$ cat src/rtl/itlb_pkg.sv
// Shared definitions for the instruction-TLB refill walker: walk states,
// PTE field positions, fault-cause encodings and the PTE address helper.
package itlb_pkg;

  typedef enum logic [2:0] {
    S_IDLE  = 3'd0,
    S_REQ   = 3'd1,
    S_WAIT  = 3'd2,
    S_WRITE = 3'd3,
    S_FAULT = 3'd4,
    S_DRAIN = 3'd5
  } walk_state_e;

  localparam int PTE_V_BIT   = 0;
  localparam int PTE_X_BIT   = 1;
  localparam int PTE_PPN_LSB = 8;
  localparam int PTE_PPN_MSB = 15;

  localparam logic [1:0] CAUSE_NONE    = 2'b00;
  localparam logic [1:0] CAUSE_INVALID = 2'b01;
  localparam logic [1:0] CAUSE_NOEXEC  = 2'b10;
  localparam logic [1:0] CAUSE_TIMEOUT = 2'b11;

  // One 4-byte PTE per virtual page; the sum wraps naturally at 32 bits.
  function automatic logic [31:0] pte_addr(input logic [31:0] base,
                                           input logic [19:0] vpn);
    return base + {10'd0, vpn, 2'b00};
  endfunction

endpackage

$ cat src/rtl/itlb_walk_timer.sv
// Response timer for an outstanding page-table read. Counts enabled cycles
// since the last clear; expired flags the last cycle the walker may wait.
module itlb_walk_timer #(
  parameter int TIMEOUT = 64
) (
  input  logic clk,
  input  logic reset,
  input  logic clear,
  input  logic enable,
  output logic expired
);

  logic [7:0] count;

  // Cycle counter, cleared while no read is outstanding.
  always_ff @(posedge clk or negedge reset) begin
    if (!reset) begin
      count <= '0;
    end else if (clear) begin
      count <= '0;
    end else if (enable) begin
      count <= count + 8'd1;
    end
  end

  // After TIMEOUT-1 empty cycles, the current cycle is the last one allowed.
  assign expired = (count == 8'(TIMEOUT - 1));

endmodule

$ cat src/rtl/itlb_refill_ctrl.sv
// Instruction-TLB refill controller: on an iTLB miss it reads one PTE from
// the page table, then either fills the iTLB or raises a page fault.
module itlb_refill_ctrl
  import itlb_pkg::*;
#(
  parameter logic [31:0] PTBR    = 32'h0001_0000,
  parameter int          TIMEOUT = 64
) (
  input  logic        clk,
  input  logic        reset,
  input  logic        flush,
  input  logic        supervisor_mode,
  input  logic        miss_valid,
  input  logic [31:0] miss_vaddr,
  output logic        mem_req,
  output logic [31:0] mem_addr,
  input  logic        mem_gnt,
  input  logic        mem_rvalid,
  input  logic [31:0] mem_rdata,
  output logic        tlb_write,
  output logic [19:0] reg_logic_page,
  output logic [7:0]  reg_physical_page,
  output logic        refill_done,
  output logic        busy,
  output logic        fault_valid,
  output logic [1:0]  fault_cause,
  output logic [31:0] fault_vaddr
);

  walk_state_e state;
  logic [31:0] vaddr_q;
  logic        timer_clear;
  logic        timer_enable;
  logic        timer_expired;
  logic        pte_v;
  logic        pte_x;
  logic [7:0]  pte_ppn;
  logic        unused_pte_bits;

  assign pte_v           = mem_rdata[PTE_V_BIT];
  assign pte_x           = mem_rdata[PTE_X_BIT];
  assign pte_ppn         = mem_rdata[PTE_PPN_MSB:PTE_PPN_LSB];
  assign unused_pte_bits = ^{mem_rdata[31:16], mem_rdata[7:2]};

  // The timer runs from grant until the response arrives, through DRAIN too.
  assign timer_clear  = (state == S_IDLE) || (state == S_REQ);
  assign timer_enable = ((state == S_WAIT) || (state == S_DRAIN)) && !mem_rvalid;

  itlb_walk_timer #(
    .TIMEOUT(TIMEOUT)
  ) u_walk_timer (
    .clk    (clk),
    .reset  (reset),
    .clear  (timer_clear),
    .enable (timer_enable),
    .expired(timer_expired)
  );

  // Walk FSM; every output is registered and set alongside its next state.
  always_ff @(posedge clk or negedge reset) begin
    if (!reset) begin
      state             <= S_IDLE;
      vaddr_q           <= '0;
      mem_req           <= 1'b0;
      mem_addr          <= '0;
      tlb_write         <= 1'b0;
      refill_done       <= 1'b0;
      reg_logic_page    <= '0;
      reg_physical_page <= '0;
      busy              <= 1'b0;
      fault_valid       <= 1'b0;
      fault_cause       <= CAUSE_NONE;
      fault_vaddr       <= '0;
    end else begin
      mem_req     <= 1'b0;
      tlb_write   <= 1'b0;
      refill_done <= 1'b0;
      fault_valid <= 1'b0;
      case (state)
        S_IDLE: begin
          if (miss_valid && !supervisor_mode && !flush) begin
            vaddr_q        <= miss_vaddr;
            reg_logic_page <= miss_vaddr[31:12];
            mem_addr       <= pte_addr(PTBR, miss_vaddr[31:12]);
            mem_req        <= 1'b1;
            busy           <= 1'b1;
            state          <= S_REQ;
          end
        end
        S_REQ: begin
          // A flush beats a same-cycle grant: the read is treated as never issued.
          if (flush) begin
            busy  <= 1'b0;
            state <= S_IDLE;
          end else if (mem_gnt) begin
            state <= S_WAIT;
          end else begin
            mem_req <= 1'b1;
          end
        end
        S_WAIT: begin
          if (mem_rvalid) begin
            if (flush) begin
              busy  <= 1'b0;
              state <= S_IDLE;
            end else if (!pte_v) begin
              fault_valid <= 1'b1;
              fault_cause <= CAUSE_INVALID;
              fault_vaddr <= vaddr_q;
              state       <= S_FAULT;
            end else if (!pte_x) begin
              fault_valid <= 1'b1;
              fault_cause <= CAUSE_NOEXEC;
              fault_vaddr <= vaddr_q;
              state       <= S_FAULT;
            end else begin
              tlb_write         <= 1'b1;
              refill_done       <= 1'b1;
              reg_physical_page <= pte_ppn;
              state             <= S_WRITE;
            end
          end else if (flush) begin
            state <= S_DRAIN;
          end else if (timer_expired) begin
            fault_valid <= 1'b1;
            fault_cause <= CAUSE_TIMEOUT;
            fault_vaddr <= vaddr_q;
            state       <= S_FAULT;
          end
        end
        S_WRITE, S_FAULT: begin
          busy  <= 1'b0;
          state <= S_IDLE;
        end
        S_DRAIN: begin
          // Swallow the one read still in flight so it cannot hit a later walk.
          if (mem_rvalid || timer_expired) begin
            busy  <= 1'b0;
            state <= S_IDLE;
          end
        end
        default: begin
          busy  <= 1'b0;
          state <= S_IDLE;
        end
      endcase
    end
  end

endmodule

$ cat config.mk
export PLATFORM = sky130hd
export DESIGN_NAME = itlb_refill_ctrl
export DESIGN_NICKNAME = d
export VERILOG_FILES = /design/src/rtl/itlb_pkg.sv /design/src/rtl/itlb_walk_timer.sv /design/src/rtl/itlb_refill_ctrl.sv
export SDC_FILE = /design/constraint.sdc
export NUM_CORES = 1
export LEC_CHECK = 0
export ABC_AREA = 0
export BUFFER_PORTS_ARGS = -buffer_cell sky130_fd_sc_hd__buf_4
export CORE_MARGIN = 2
export CORE_UTILIZATION = 30
export CTS_BUF_LIST = sky130_fd_sc_hd__clkbuf_16
export CTS_CLUSTER_SIZE = 14
export DETAILED_ROUTE_END_ITERATION = 8
export SYNTH_ARGS = -nofsm -noshare
export SYNTH_HDL_FRONTEND = slang
export SYNTH_SLANG_ARGS = --single-unit
$ cat constraint.sdc
create_clock -name clk -period 3.1 [get_ports clk]
set_input_delay 0.155 -clock clk [delete_from_list [all_inputs] [get_ports clk]]
set_output_delay 0.155 -clock clk [all_outputs]
set_load 0.01 [all_outputs]
Yosys cells after proc, flatten, opt, wreduce, memory -nomap -nowiden
Index checks and enable logic that the tools add are counted.

Div/mod/pow operators: 0. Shifts and indexed selects: 0. Multiplexer cells: 46. Bitwise logic cells: 1. $add $sub $neg: 2. $mul: 0. Magnitude comparators: 0. Equal/unequal tests: 10. Reduce and logical (&&, ||, !) cells: 17.

Operator list (count): 32-bit two-way mux (6); 3-bit two-way mux (10); 17-bit by 22-bit adder with 23-bit output (first input constant) (1); 1-bit two-way mux (19); 8-bit two-way mux (2); 2-bit two-way mux (6); 3-bit case mux with 4 select lines (1); 8-bit by 1-bit adder with 8-bit output (second input constant) (1); 8-bit by 6-bit equality test with 1-bit output (second input constant) (1); 4-bit AND reduction (2); 3-bit != test (second input constant) (2); 5-bit AND reduction (1); 2-bit by 1-bit != test with 1-bit output (second input constant) (2); 4-bit != test (second input constant) (1); 1-bit case mux with 4 select lines (1); 2-bit nonzero test (2); 3-bit by 1-bit equality test with 1-bit output (second input constant) (1); 3-bit by 2-bit equality test with 1-bit output (second input constant) (1); 3-bit equality test (second input constant) (1); 1-bit logical AND (3); 1-bit logical NOT (3); 3-bit logical NOT (1); 1-bit logical OR (3); 3-bit AND reduction (1); other kinds (4) (4).

Flip-flop bits (word level): 141. Output and inout bits: 99. Input port bits: 71. Memories: 0. Latch bits: 0. RAM bits: 0. Memory bits (read-only): 0. Logic and storage cells: 88.

Logic depth before layout (Yosys ltp)
Gate-level depths: netlist (run 1).

Depth in word-level cells: 5. Gate-level depth with buffers: 6. Mapped depth without buffers: 5.

Hierarchy
Synthesis (run 1) repeated with hierarchy kept, for this count alone.

Cells, all modules: 326. Area total of the unflattened synthesis: 4403.0 sq um.

By module, submodules not included: itlb_refill_ctrl (times used 1, cells an instance 286, area an instance 3998.8 sq um, sequential area each 2202.1 sq um); itlb_walk_timer (times used 1, cells an instance 40, area an instance 404.1 sq um, sequential area each 200.2 sq um).

Least setup slack after synthesis (run 1)
Ideal clock, no wire load.

Path type: flip-flop to flip-flop. From: register u_walk_timer.count[0]. To: register fault_cause[0]. Period minus slack after synthesis: 1962 ps. Stages on the path, launching flop included: 7. Setup time: 125 ps. Data required time: 2975 ps. Setup slack: 1138 ps. Arrival: 1837 ps. Buffers on the path: 1. Cells stage by stage: dfrtp_1 ha_1 nor3b_1 nand3b_2 a21oi_4 buf_8 mux2_4.

Longest elaborated chain between the ends: 3.

Ends and longest elaborated chain: from (decl) (line itlb_walk_timer.sv:13) `logic [7:0] count;`; from (signal assigned) (line itlb_walk_timer.sv:22) `count <= count + 8'd1;`; 8-bit by 6-bit equality test with 1-bit output (line itlb_walk_timer.sv:27) `assign expired = (count == 8'(TIMEOUT - 1));`; 2-bit nonzero test (no source line); 4-bit AND reduction (no source line); to (signal assigned) (line itlb_refill_ctrl.sv:72) `fault_cause <= CAUSE_NONE;`; to (signal assigned) (line itlb_refill_ctrl.sv:108) `fault_cause <= CAUSE_INVALID;`; to (signal assigned) (line itlb_refill_ctrl.sv:113) `fault_cause <= CAUSE_NOEXEC;`; to (decl) (line itlb_refill_ctrl.sv:26) `output logic [1:0] fault_cause,`.

Every way passes these cells. A chain may end at the register's enable or synchronous reset.

Final worst setup path (run 1)
From: register u_walk_timer.count[0]. To: register fault_vaddr[16].

Longest elaborated chain between the ends: 3.

Ends and longest elaborated chain: 8-bit by 6-bit equality test with 1-bit output (line itlb_walk_timer.sv:27); 2-bit nonzero test (no source line); 4-bit AND reduction (no source line); to (signal assigned) (line itlb_refill_ctrl.sv:109) `fault_vaddr <= vaddr_q;`; to (signal assigned) (line itlb_refill_ctrl.sv:114) `fault_vaddr <= vaddr_q;`; to (signal assigned) (line itlb_refill_ctrl.sv:127) `fault_vaddr <= vaddr_q;`; to (decl) (line itlb_refill_ctrl.sv:27) `output logic [31:0] fault_vaddr`.

Every way passes these cells.

==> tab_implementation.tex, run 1 <==
\begin{tabular}{lr}
\hline
Metric & Value \\
\hline
\multicolumn{2}{l}{\textbf{Global route}} \\
\quad Global-route layer with the greatest usage & met2 \\
\quad GR met2 Demand/Resource & 18.8\% \\
\quad Initial antenna violation count & 0 \\
\quad Met1 track utilization from global routing & 14.1\% \\
\quad Total GRT Usage & 11.6\% \\
\quad Remaining global-route overflow & 0 \\
\quad Grt met3 use & 3.89\% \\
\quad First-pass GRT wire length & approximately 15000 um \\
\quad Pin count of the biggest net entering global routing & 75 \\
\quad Number of global-route vias before repair & 2868 \\
\multicolumn{2}{l}{\textbf{Clock tree}} \\
\quad TritonCTS clock tree & done \\
\quad Number of levels in the clock H-tree & 3 \\
\quad Count of cells resized by post-cts repair & 0 \\
\quad Clock buffers created by TritonCTS & 9 \\
\quad Clock root buffer & sky130\_fd\_sc\_hd\_\_clkbuf\_16 \\
\quad Setup fix buffers added after clock tree synthesis & 0 \\
\quad Clock insertion delay at the later pin of the skew report & 0.34 ns \\
\quad Clock sinks & 96 \\
\quad Maximum clock insertion buffer count & 2 \\
\quad Number of buffers added to fix hold violations after cts & 0 \\
\quad Clock-pin slew on the worst setup and hold paths & 0.07 ns \\
\multicolumn{2}{l}{\textbf{Critical path}} \\
\quad Kind of capture point of the worst setup path & register \\
\quad Startpoint types & register \\
\quad Data arrival at the endpoint of the critical path & 2.45 ns \\
\quad Worst R2R Setup Slack & 0.88 ns \\
\quad Classification of the worst setup path & register to register \\
\quad Worst-path fanout max & 21 \\
\quad Worst EP required & 3.33 ns \\
\multicolumn{2}{l}{\textbf{STA}} \\
\quad Final Hold Violating Endpoints & 54 \\
\quad Final hold slack & -0.0449 ns \\
\quad Post-route clock period utilization & 71.6\% \\
\quad Final worst clock skew & 0.00708 ns \\
\quad Setup\_tns & 0 ns \\
\quad Top achievable clock speed & $\sim$450 MHz \\
\quad Slew Limit Headroom & 35.9\% \\
\quad Final setup violation count & 0 \\
\quad Final Max Tran Viols & 0 \\
\quad Measured slew at the worst slew-check pin & just under 1 ns \\
\quad Tmin final & between 2 and 2.5 ns \\
\quad RSZ-0062 raised after global routing & false \\
\multicolumn{2}{l}{\textbf{Logic synthesis}} \\
\quad Yosys cell types & between 40 and 50 \\
\quad Top cell type's share of synthesized area & 54.6\% \\
\quad Top cell type by total area after synthesis & sky130\_fd\_sc\_hd\_\_dfrtp\_1 \\
\quad Mean instance size in the synthesized netlist & 13.7 um\^{}2 \\
\quad Most common flop cell mapped by yosys & sky130\_fd\_sc\_hd\_\_dfrtp\_1 \\
\quad Post-synth EDFFs & 0 \\
\quad Biggest area contributors in the synthesized netlist & sky130\_fd\_sc\_hd\_\_dfrtp\_1 (55\%), sky130\_fd\_sc\_hd\_\_mux2\_2 (12\%), sky130\_fd\_sc\_hd\_\_mux2\_4 (9.5\%) \\
\quad Number of instances in the synthesized netlist & 322 \\
\quad Synthesized area & roughly 4400 um\^{}2 \\
\quad Async SR Flop Fraction & 100\% \\
\quad Count of warnings emitted by yosys & 0 \\
\quad Sequential element share of the synthesized area & 54.6\% \\
\quad Number of flip-flops and latches in the synthesized netlist & 96 \\
\multicolumn{2}{l}{\textbf{Drt}} \\
\quad Number of violations reported at the end of detailed-routing iteration 0 & 99 \\
\quad Number of optimization iterations in the first detailed-route pass & 4 \\
\quad ANT nets after route & 0 \\
\quad Routed wirelength normalized by instance count & 14.4 um \\
\quad Post-detailed-route DRC marker count & 0 \\
\quad Via-per-instance ratio & 4.46 \\
\quad Count of vias placed by the detailed router & 2741 \\
\quad Total routed wirelength & 8860 um \\
\multicolumn{2}{l}{\textbf{Outcome}} \\
\quad Violations in the final reports & hold timing \\
\quad Result of the run & finished, violations left \\
\multicolumn{2}{l}{\textbf{Layout}} \\
\quad Area delta synth->final & 26.9\% \\
\quad Layout cell share with drive strength beyond 1 & 55.9\% \\
\quad Combined area of the multi-input logic cells & $\sim$1600 um\^{}2 \\
\quad \# fillers & 1393 \\
\quad Combined flip-flop and latch cell area & 2400 um\^{}2 \\
\quad Area of all placed cells without fillers & $\sim$5600 um\^{}2 \\
\quad Final antenna diode count & 0 \\
\quad Count of non-filler cells in the finished layout & 615 \\
\quad Final design utilization & about two fifths \\
\quad Fin nets & 500 \\
\multicolumn{2}{l}{\textbf{Place}} \\
\quad Placed Cells & 600 \\
\quad DP Area & 5300 um\^{}2 \\
\quad \# port buffers & 136 \\
\quad Half-perimeter wire length after detailed placement & about 6000 um \\
\quad Routability congestion estimate from global placement & 0.716 \\
\multicolumn{2}{l}{\textbf{Floorplanning}} \\
\quad Chip height & about 130 um \\
\quad Initial cell density of the core & 30.5\% \\
\quad Die X-Extent & 125 um \\
\quad \# rows & 44 \\
\quad I/O pins & 170 \\
\quad Area enclosed by the die boundary & $\sim$16000 um\^{}2 \\
\quad Placeable core region & 14400 um\^{}2 \\
\multicolumn{2}{l}{\textbf{Power}} \\
\quad Power share of the clock group & 22.2\% \\
\quad Portion of total power attributed to sequential cells & 41.8\% \\
\quad Switching share of total power & 30.3\% \\
\quad Switch Pwr & 1480 uW \\
\quad Logic gate share of total power & 36.0\% \\
\quad Maximum ir drop on the vdd rail & 0.000360 V \\
\quad P per Cell Area & 876 nW/um\^{}2 \\
\quad Leak pwr & 0.00276 uW \\
\quad Total internal power & around 3400 uW \\
\multicolumn{2}{l}{\textbf{Min path}} \\
\quad Worst min-delay path class & input port to async pin \\
\multicolumn{2}{l}{\textbf{Flow run}} \\
\quad Max-cap violations & 0 \\
\hline
\end{tabular}
## layout by cell type, fill, tap and decap left out, drive strengths merged, types with 4 or more instances in the layout
cell,instances
mux2i,4
nor2,8
buf,141
inv,6
clkbuf,9
o21ai,6
mux2,75
a21oi,6
dfrtp,96
nand2,18
a211oi,5
xnor2,4
conb,11
## layer usage
layer	wire (um)	part of all wire [%]	vias up
li1	-	-	1272
met1	3790	43	1370
met5	0	0	-
met2	4300	49	87
met3	624	7.0	12
met4	147	1.7	0
## cell type report
class | count | area share, %
multi-input cells | 174 | 28.5
clock inverters | 6 | 1.05
well taps | 184 | 4.12
repair buffers | 141 | 18.9
inverters | 5 | 0.336
clock buffers | 9 | 4.03
flip-flops and latches | 96 | 43.0
## synth_stat cells (all sizes together) (3+ instances only)
| master | instances |
|---|---|
| nand3b | 3 |
| mux2i | 4 |
| dfrtp | 96 |
| clkbuf | 3 |
| xnor2 | 4 |
| inv | 5 |
| mux2 | 75 |
| a21oi | 6 |
| nor2 | 8 |
| o21ai | 6 |
| nand2 | 18 |
| nand3 | 3 |
| buf | 54 |
| a211oi | 5 |
## power groups by stage
| stage | clock network, uW | registers, uW | logic (uW) |
|---|---|---|---|
| 2_1_floorplan | 0 | 2110 | 1080 |
| 3_3_place_gp | 0 | 2040 | 1770 |
| 3_5_place_dp | 0 | 2070 | 1790 |
| 4_1_cts | 1140 | 2050 | 1790 |
| 5_1_grt | 1190 | 2120 | 1890 |
| 6_report | 1090 | 2050 | 1760 |
## path summary, 6_finish.rpt
kind | from | to | cells after the start
worst max-delay path | u_walk_timer.count[0]$_DFFE_PN0P_ | fault_vaddr[16]$_DFFE_PN0P_ | 6
worst min-delay path | reset | fault_vaddr[5]$_DFFE_PN0P_ | 1
worst max register to register | u_walk_timer.count[0]$_DFFE_PN0P_ | fault_vaddr[16]$_DFFE_PN0P_ | 6
worst min register to register | mem_addr[19]$_DFFE_PN0P_ | mem_addr[19]$_DFFE_PN0P_ | 2
max in group asynchronous | reset | mem_addr[17]$_DFFE_PN0P_ | 2
min in group clk | mem_gnt | mem_req$_DFF_PN0_ | 2
## flip-flops by register name (all words and copies together), names as in the netlist
signal              cells
reg_logic_page         20
refill_done             1
fault_cause             2
mem_req                 1
busy                    1
fault_valid             1
u_walk_timer.count      8
vaddr_q                12
mem_addr                7
state                   3
fault_vaddr            32
reg_physical_page       8
## stage by stage
step / setup slack (ns) / hold slack [ns] / power, uW
global route: 0.655 / 0.0129 / 5190
detailed placement: 0.862 / 0.377 / 3860
floorplan: 1.14 / -0.141 / 3200
CTS: 0.843 / 0.00692 / 4990
global placement: 0.878 / 0.368 / 3800
finish: 0.880 / -0.0449 / 4900
## logic make-up after synthesis
| family | synth area share (%) |
|---|---|
| flip-flops | 54.6 |
| AO/OA/AOI/OAI | 4.77 |
| buffers and inverters | 10.1 |
| XOR/XNOR | 1.19 |
| other | 0.0852 |
| AND/OR/NAND/NOR | 6.25 |
| multiplexers | 22.5 |
| adder cells (fa/ha/maj) | 0.568 |
## critical path: stages (launching register included)
cell and delay, ns:
sky130_fd_sc_hd__dfrtp_1 0.39, sky130_fd_sc_hd__ha_1 0.18, sky130_fd_sc_hd__nor3b_1 0.44, sky130_fd_sc_hd__nand3b_2 0.16, sky130_fd_sc_hd__a21oi_4 0.17, sky130_fd_sc_hd__buf_4 0.37, sky130_fd_sc_hd__mux2_2 0.38
(Power assumes the default switching activity.)
==> run 2: changes to the inputs <==
Clock period 3.1 ns to 2.19 ns, I/O delays scaled along.
==> run 2 against run 1 <==
The flow now finishes without violations. Final cell count grew 6.7%. Clock skew is essentially flat. Worst setup slack lost 0.62 ns. Maximum frequency grew 15%. Non-clock buffer count grew 40. Global-route usage grew 0.69 points. Largest cell class unchanged.
==> tab_implementation.tex, run 2 (synthesis results as in run 1) <==
\begin{tabular}{lr}
\hline
Metric & Value \\
\hline
\multicolumn{2}{l}{\textbf{Global route}} \\
\quad Number of global-route vias before repair & $\sim$3000 \\
\quad Remaining global-route overflow & 0 \\
\quad Pin count of the biggest net entering global routing & 46 \\
\quad First-pass GRT wire length & about 15000 um \\
\quad Initial antenna violation count & 0 \\
\quad Total GRT Usage & 12.3\% \\
\multicolumn{2}{l}{\textbf{Power}} \\
\quad P per Cell Area & 1170 nW/um\^{}2 \\
\quad Total internal power & $\sim$4900 uW \\
\quad Portion of total power attributed to sequential cells & a little over 40\% \\
\quad Switch Pwr & between 2000 and 2500 uW \\
\quad Power share of the clock group & 21.8\% \\
\quad Maximum ir drop on the vdd rail & 0.000522 V \\
\quad Logic gate share of total power & 37.2\% \\
\quad Switching share of total power & 30.1\% \\
\quad Leak pwr & 0.00295 uW \\
\multicolumn{2}{l}{\textbf{Layout}} \\
\quad Area of all placed cells without fillers & 6030 um\^{}2 \\
\quad Commonest non-fill, non-tap cell in the layout & sky130\_fd\_sc\_hd\_\_buf\_4 \\
\quad Final antenna diode count & 0 \\
\quad Fin nets & 540 \\
\quad Area delta synth->final & 36.9\% \\
\quad Largest registers ranked by flip-flop count & fault\_vaddr x32, reg\_logic\_page x20, vaddr\_q x12 \\
\quad Layout cell share with drive strength beyond 1 & 52.3\% \\
\quad Most frequent cells in the layout & sky130\_fd\_sc\_hd\_\_buf\_4 (142), sky130\_fd\_sc\_hd\_\_dfrtp\_1 (96), sky130\_fd\_sc\_hd\_\_mux2\_2 (47), sky130\_fd\_sc\_hd\_\_dlygate4sd3\_1 (36), sky130\_fd\_sc\_hd\_\_mux2\_4 (28) \\
\quad Flip-flop count of the largest register, all copies and words added & 32 \\
\quad Largest register by flop count & fault\_vaddr \\
\multicolumn{2}{l}{\textbf{STA}} \\
\quad Final Max Tran Viols & 0 \\
\quad Top achievable clock speed & 517 MHz \\
\quad Post-route clock period utilization & 88.4\% \\
\quad Tmin final & approximately 1.9 ns \\
\quad Slew Limit Headroom & 66.2\% \\
\quad Final Hold Violating Endpoints & 0 \\
\quad Setup\_tns & 0 ns \\
\quad Final setup violation count & 0 \\
\quad Measured slew at the worst slew-check pin & 0.504 ns \\
\quad Final worst clock skew & 0.00662 ns \\
\quad RSZ-0062 raised after global routing & false \\
\multicolumn{2}{l}{\textbf{Flow run}} \\
\quad Max-cap violations & 0 \\
\multicolumn{2}{l}{\textbf{Drt}} \\
\quad Via-per-instance ratio & around 4.4 \\
\quad ANT nets after route & 0 \\
\quad Total routed wirelength & 9380 um \\
\quad Number of optimization iterations in the first detailed-route pass & 4 \\
\quad Routed wirelength normalized by instance count & 14.3 um \\
\quad Count of vias placed by the detailed router & 2858 \\
\quad Number of violations reported at the end of detailed-routing iteration 0 & 90 \\
\quad Post-detailed-route DRC marker count & 0 \\
\multicolumn{2}{l}{\textbf{Outcome}} \\
\quad Result of the run & finished clean \\
\multicolumn{2}{l}{\textbf{Clock tree}} \\
\quad Clock insertion delay at the later pin of the skew report & $\sim$0.34 ns \\
\quad Setup fix buffers added after clock tree synthesis & 0 \\
\quad Maximum clock insertion buffer count & 2 \\
\quad Clock root buffer & sky130\_fd\_sc\_hd\_\_clkbuf\_16 \\
\quad TritonCTS clock tree & done \\
\quad Clock-pin slew on the worst setup and hold paths & 0.06 ns \\
\quad Number of levels in the clock H-tree & 3 \\
\quad Clock buffers created by TritonCTS & 9 \\
\quad Clock sinks & 96 \\
\multicolumn{2}{l}{\textbf{Floorplanning}} \\
\quad Chip height & 125 um \\
\quad Initial cell density of the core & 30.5\% \\
\quad Area enclosed by the die boundary & approximately 16000 um\^{}2 \\
\quad Placeable core region & $\sim$14000 um\^{}2 \\
\quad \# rows & 44 \\
\quad Die X-Extent & 125 um \\
\quad I/O pins & 170 \\
\multicolumn{2}{l}{\textbf{Critical path}} \\
\quad Worst setup path start & u\_walk\_timer.count[0]\$\_DFFE\_PN0P\_ \\
\quad Worst reg-to-reg path cell count & 7 \\
\quad Kind of capture point of the worst setup path & register \\
\quad Cell Chain, Critical Path & ha\_1, nor3b\_1, buf\_4, nand3b\_2, a21oi\_4, buf\_12, mux2\_2 \\
\quad Worst EP required & 2.41 ns \\
\quad Stages on worst setup path & 7 \\
\quad Worst-path fanout max & 18 \\
\quad Startpoint types & register \\
\quad Cell with the largest stage delay on the worst path & sky130\_fd\_sc\_hd\_\_dfrtp\_1 \\
\quad Data arrival at the endpoint of the critical path & 2.16 ns \\
\quad Family of cells with the greatest summed delay on the critical path & flip-flops \\
\quad Classification of the worst setup path & register to register \\
\quad Worst path bufs/invs & 2 \\
\quad Origin of the critical flop-to-flop path & u\_walk\_timer.count[0]\$\_DFFE\_PN0P\_ \\
\quad CP peak stage delay & roughly 0.38 ns \\
\multicolumn{2}{l}{\textbf{Place}} \\
\quad DP Area & 5370 um\^{}2 \\
\quad Routability congestion estimate from global placement & 0.712 \\
\quad \# port buffers & 136 \\
\quad Half-perimeter wire length after detailed placement & 6230 um \\
\multicolumn{2}{l}{\textbf{Min path}} \\
\quad Beginning of the worst hold path & miss\_vaddr[1] \\
\quad Worst min-delay path class & input port to register \\
\quad Worst Hold Path Cells & 2 \\
\hline
\end{tabular}
run 2: changes by cell type in the layout (fill, tap and decap cells not counted), sizes merged:
cell / previous run / this run
clkinv: 3 / 4
dlygate4sd3: 0 / 36
buf: 141 / 145
run 2: power by group through the flow:
stage                     Sequential [uW]  Combinational, uW  Clock, uW
final                                2880               2610       1530
after global placement               2870               2550          0
after detailed placement             2910               2580          0
after global routing                 2980               2800       1670
after floorplan                      2990               1530          0
after CTS                            2890               2640       1610
run 2: timing repair:
action	4_1_cts	5_1_grt
resized for setup	0	1
endpoints found under the setup margin	0	1
hold buffers	36	0
hold endpoints to repair	55	0
run 2: worst paths after layout:
kind                                                          end  slack (ns)
worst min register to register  u_walk_timer.count[5]$_DFFE_PN0P_        0.48
max in group asynchronous                  vaddr_q[6]$_DFFE_PN0P_        1.31
worst max-delay path                  fault_vaddr[16]$_DFFE_PN0P_        0.26
worst min-delay path                       vaddr_q[1]$_DFFE_PN0P_        0.02
min in group asynchronous                mem_addr[21]$_DFFE_PN0P_        0.23
worst max register to register        fault_vaddr[16]$_DFFE_PN0P_        0.26
run 2: final cells by class:
| type | count | area, um^2 |
|---|---|---|
| Fill cell | 1328 | 8400 |
| Multi-Input combinational cell | 174 | 1600 |
| Sequential cell | 96 | 2400 |
| Clock inverter | 7 | 63.8 |
| Clock buffer | 9 | 225 |
| Inverter | 5 | 18.8 |
| Timing Repair Buffer | 181 | 1490 |
| Tap cell | 184 | 230 |
run 2: routing by layer:
| layer | share of wire [%] | wire length (um) | track usage, % | vias to the layer above |
|---|---|---|---|---|
| met3 | 6.0 | 561 | 3.47 | 12 |
| met4 | 1.6 | 147 | 4.90 | 0 |
| li1 | - | - | - | 1355 |
| met5 | 0 | 0 | 0 | - |
| met2 | 49 | 4640 | 20.6 | 89 |
| met1 | 43 | 4030 | 15.1 | 1402 |
run 2: through the flow:
| step | hold slack (ns) | util (%) | total power [uW] | setup slack [ns] | std cells |
|---|---|---|---|---|---|
| after floorplan | -0.186 | - | 4520 | 0.228 | 332 |
| after global placement | 0.0429 | 37.2 | 5420 | 0.285 | 604 |
| after detailed placement | 0.0467 | 37.2 | 5490 | 0.267 | 604 |
| after CTS | 0.00206 | 41.7 | 7130 | 0.246 | 656 |
| after global routing | 0.0155 | 41.8 | 7460 | 0.0412 | 656 |
| final | 0.0228 | 41.8 | 7020 | 0.255 | 656 |
==> run 3: changes to the inputs <==
Settings changed: SYNTH_HIERARCHICAL from default to 1.
==> run 3 against run 2 <==
Sequential power increased by 2%. Die area did not move. Critical path depth is 2 higher. Critical path type unchanged. Highest routed layer unchanged.
==> tab_implementation.tex, run 3 <==
\begin{tabular}{lr}
\hline
Metric & Value \\
\hline
\multicolumn{2}{l}{\textbf{Place}} \\
\quad Routability congestion estimate from global placement & 0.697 \\
\quad Placed Cells & 610 \\
\quad \# port buffers & between 100 and 150 \\
\quad Half-perimeter wire length after detailed placement & $\sim$6300 um \\
\multicolumn{2}{l}{\textbf{Floorplanning}} \\
\quad Placeable core region & 14400 um\^{}2 \\
\quad Area enclosed by the die boundary & 15700 um\^{}2 \\
\quad I/O pins & between 150 and 200 \\
\quad Initial cell density of the core & 30.5\% \\
\quad \# rows & 44 \\
\quad Die X-Extent & 125 um \\
\quad Chip height & about 130 um \\
\multicolumn{2}{l}{\textbf{Clock tree}} \\
\quad Number of levels in the clock H-tree & 3 \\
\quad Clock insertion delay at the later pin of the skew report & approximately 0.34 ns \\
\quad Clock sinks & 96 \\
\quad Clock buffers created by TritonCTS & 9 \\
\quad Clock root buffer & sky130\_fd\_sc\_hd\_\_clkbuf\_16 \\
\quad Maximum clock insertion buffer count & 2 \\
\quad TritonCTS clock tree & done \\
\quad Setup fix buffers added after clock tree synthesis & 0 \\
\quad Clock-pin slew on the worst setup and hold paths & approximately 0.070 ns \\
\multicolumn{2}{l}{\textbf{Min path}} \\
\quad Beginning of the worst hold path & miss\_vaddr[15] \\
\quad Worst Hold Path Cells & 2 \\
\quad Hold Path End & reg\_logic\_page[3]\$\_DFFE\_PN0P\_ \\
\quad Worst min-delay path class & input port to register \\
\multicolumn{2}{l}{\textbf{Logic synthesis}} \\
\quad Synthesized area & 4400 um\^{}2 \\
\quad Post-synth EDFFs & 0 \\
\quad Async SR Flop Fraction & 100\% \\
\quad Mean instance size in the synthesized netlist & 13.5 um\^{}2 \\
\quad Yosys cell types & 41 \\
\quad Biggest area contributors in the synthesized netlist & sky130\_fd\_sc\_hd\_\_dfrtp\_1 (55\%), sky130\_fd\_sc\_hd\_\_mux2\_2 (10\%), sky130\_fd\_sc\_hd\_\_mux2\_4 (9.5\%) \\
\quad Number of flip-flops and latches in the synthesized netlist & 96 \\
\quad Count of warnings emitted by yosys & 6 \\
\quad Most common flop cell mapped by yosys & sky130\_fd\_sc\_hd\_\_dfrtp\_1 \\
\quad Sequential element share of the synthesized area & 54.6\% \\
\quad Top cell type by total area after synthesis & sky130\_fd\_sc\_hd\_\_dfrtp\_1 \\
\quad Number of instances in the synthesized netlist & 326 \\
\quad Synth top cells by count & sky130\_fd\_sc\_hd\_\_dfrtp\_1 (96), sky130\_fd\_sc\_hd\_\_buf\_4 (48), sky130\_fd\_sc\_hd\_\_mux2\_2 (41) \\
\quad Top cell type's share of synthesized area & 54.6\% \\
\quad Most used standard cell by instance count after synthesis & sky130\_fd\_sc\_hd\_\_dfrtp\_1 \\
\multicolumn{2}{l}{\textbf{Power}} \\
\quad Power share of the clock group & 20.0\% \\
\quad Total internal power & 4830 uW \\
\quad Logic gate share of total power & 38.2\% \\
\quad Switch Pwr & 2170 uW \\
\quad Portion of total power attributed to sequential cells & between 40\% and 50\% \\
\quad Maximum ir drop on the vdd rail & 0.000437 V \\
\quad Switching share of total power & 31.0\% \\
\quad Leak pwr & 0.00292 uW \\
\quad P per Cell Area & 1170 nW/um\^{}2 \\
\multicolumn{2}{l}{\textbf{Layout}} \\
\quad Combined flip-flop and latch cell area & about 2400 um\^{}2 \\
\quad Count of non-filler cells in the finished layout & 659 \\
\quad Layout cell share with drive strength beyond 1 & 50.5\% \\
\quad Largest registers ranked by flip-flop count & fault\_vaddr x32, reg\_logic\_page x20, vaddr\_q x12 \\
\quad Fin nets & roughly 540 \\
\quad Combined area of the multi-input logic cells & between 1500 and 2000 um\^{}2 \\
\quad Commonest non-fill, non-tap cell in the layout & sky130\_fd\_sc\_hd\_\_buf\_4 \\
\quad Most frequent cells in the layout & sky130\_fd\_sc\_hd\_\_buf\_4 (147), sky130\_fd\_sc\_hd\_\_dfrtp\_1 (96), sky130\_fd\_sc\_hd\_\_mux2\_2 (41), sky130\_fd\_sc\_hd\_\_dlygate4sd3\_1 (33), sky130\_fd\_sc\_hd\_\_mux2\_4 (28) \\
\quad Area delta synth->final & 35.7\% \\
\quad Flip-flop count of the largest register, all copies and words added & 32 \\
\quad Final design utilization & 41.4\% \\
\quad Final antenna diode count & 0 \\
\quad \# fillers & around 1400 \\
\quad Largest register by flop count & fault\_vaddr \\
\multicolumn{2}{l}{\textbf{Drt}} \\
\quad Routed wirelength normalized by instance count & 14.4 um \\
\quad Via-per-instance ratio & 4.38 \\
\quad Number of violations reported at the end of detailed-routing iteration 0 & around 130 \\
\quad Total routed wirelength & 9470 um \\
\quad Number of optimization iterations in the first detailed-route pass & 4 \\
\quad Count of vias placed by the detailed router & 2889 \\
\quad ANT nets after route & 0 \\
\quad Post-detailed-route DRC marker count & 0 \\
\multicolumn{2}{l}{\textbf{Critical path}} \\
\quad Data arrival at the endpoint of the critical path & 2.33 ns \\
\quad Kind of capture point of the worst setup path & register \\
\quad Worst reg-to-reg path cell count & 9 \\
\quad CP peak stage delay & 0.36 ns \\
\quad Cell with the largest stage delay on the worst path & sky130\_fd\_sc\_hd\_\_dfrtp\_1 \\
\quad Worst R2R Setup Slack & about 0.087 ns \\
\quad Origin of the critical flop-to-flop path & u\_walk\_timer/count[0]\$\_DFFE\_PN0P\_ \\
\quad Worst-path fanout max & 3 \\
\quad Worst EP required & around 2.4 ns \\
\quad Startpoint types & register \\
\quad Library cell appearing most often on the critical path & sky130\_fd\_sc\_hd\_\_buf\_4 \\
\quad Worst reg2reg endpoint & state[0]\$\_DFFE\_PN0P\_ \\
\quad Classification of the worst setup path & register to register \\
\quad Cell Chain, Critical Path & ha\_1, nand3\_1, nor4\_2, buf\_4, nor2\_1, buf\_4, nand2b\_1, o2111a\_1, mux2\_2 \\
\multicolumn{2}{l}{\textbf{STA}} \\
\quad Final worst clock skew & 0.00836 ns \\
\quad Final Hold Violating Endpoints & 0 \\
\quad Slew Limit Headroom & 59.4\% \\
\quad Final hold slack & approximately 0.013 ns \\
\quad Final Max Tran Viols & 0 \\
\quad Measured slew at the worst slew-check pin & 0.609 ns \\
\quad Final setup violation count & 0 \\
\quad Tmin final & 2.10 ns \\
\quad Top achievable clock speed & 476 MHz \\
\quad Post-route clock period utilization & 96.0\% \\
\multicolumn{2}{l}{\textbf{Global route}} \\
\quad Remaining global-route overflow & 0 \\
\quad Initial antenna violation count & 0 \\
\quad First-pass GRT wire length & 15200 um \\
\quad Pin count of the biggest net entering global routing & 53 \\
\quad Number of global-route vias before repair & 3031 \\
\quad Total GRT Usage & 12.1\% \\
\multicolumn{2}{l}{\textbf{Outcome}} \\
\quad Result of the run & finished clean \\
\multicolumn{2}{l}{\textbf{Flow run}} \\
\quad Max-cap violations & 0 \\
\hline
\end{tabular}
[run 3: layer usage]
| metal | vias to the layer above | wire, um | GRT usage (%) |
|---|---|---|---|
| li1 | 1352 | - | - |
| met1 | 1419 | 4330 | 15.6 |
| met2 | 109 | 4500 | 19.4 |
| met3 | 9 | 535 | 3.81 |
| met4 | 0 | 102 | 3.79 |
| met5 | - | 0 | 0 |
[run 3: stage by stage]
step	total power [uW]	cell area [um^2]	setup TNS [ns]	setup slack (ns)
finish	6990	5980	0	0.0873
global route	7430	5980	-0.352	-0.0281
CTS	7080	5940	0	0.0564
detailed placement	5600	5360	0	0.0922
global placement	5520	5360	0	0.104
floorplan	4670	4440	0	0.197
[run 3: worst max-delay path: cells and delay by family (launching register included)]
kind | cells | cell delay [ns]
compound gates | 1 | 0.24
fa+ha+maj | 1 | 0.18
buf+inv | 2 | 0.31
flops | 1 | 0.36
mux | 1 | 0.34
simple gates | 4 | 0.56
[run 3: cell families (layout without fill, tap and decap cells)]
| group | after synthesis | after routing | share of synthesized area (%) |
|---|---|---|---|
| DFF | 96 | 96 | 54.6 |
| muxes | 75 | 75 | 21.5 |
| buffers and inverters | 63 | 202 | 11.3 |
| and+or+nand+nor | 54 | 54 | 6.42 |
| AOI/OAI and AO/OA | 26 | 26 | 3.78 |
| xor gates and xnor gates | 9 | 9 | 1.79 |
| adders and majority gates | 2 | 2 | 0.568 |
| other | 1 | 11 | 0.0852 |
[run 3: area by class of cell]
cell class | instances | share of cell area (%)
clock inverter | 6 | 0.502
inverter | 2 | 0.126
tap | 184 | 3.85
sequential | 96 | 40.2
timing repair buffer | 185 | 25.6
clock buffer | 9 | 3.77
multi-input combinational | 177 | 26.0
[run 3: worst max path at each step]
stage,startpoint,end,slack (ns),cells past startpoint
6_report,u_walk_timer/count[0]$_DFFE_PN0P_,state[0]$_DFFE_PN0P_,0.09,9
5_1_grt,u_walk_timer/count[0]$_DFFE_PN0P_,fault_vaddr[8]$_DFFE_PN0P_,-0.03,9
4_1_cts,u_walk_timer/count[0]$_DFFE_PN0P_,fault_vaddr[5]$_DFFE_PN0P_,0.06,9
3_5_place_dp,u_walk_timer/count[0]$_DFFE_PN0P_,fault_vaddr[7]$_DFFE_PN0P_,0.09,9
3_3_place_gp,u_walk_timer/count[0]$_DFFE_PN0P_,fault_vaddr[7]$_DFFE_PN0P_,0.10,9
2_1_floorplan,u_walk_timer/count[0]$_DFFE_PN0P_,fault_vaddr[10]$_DFFE_PN0P_,0.20,9
[run 3: power by group through the flow]
stage               clock [uW]  combinational, uW  sequential [uW]
CTS                       1450               2700             2930
finish                    1400               2670             2930
detailed placement           0               2640             2960
global route              1540               2860             3030
global placement             0               2610             2910
floorplan                    0               1680             2990
[run 3: repair_timing]
item / 4_1_cts / 5_1_grt
hold buffers: 33 / 0
gates resized for setup: 0 / 2
setup endpoints to repair: 0 / 25
hold endpoints to repair: 76 / 0
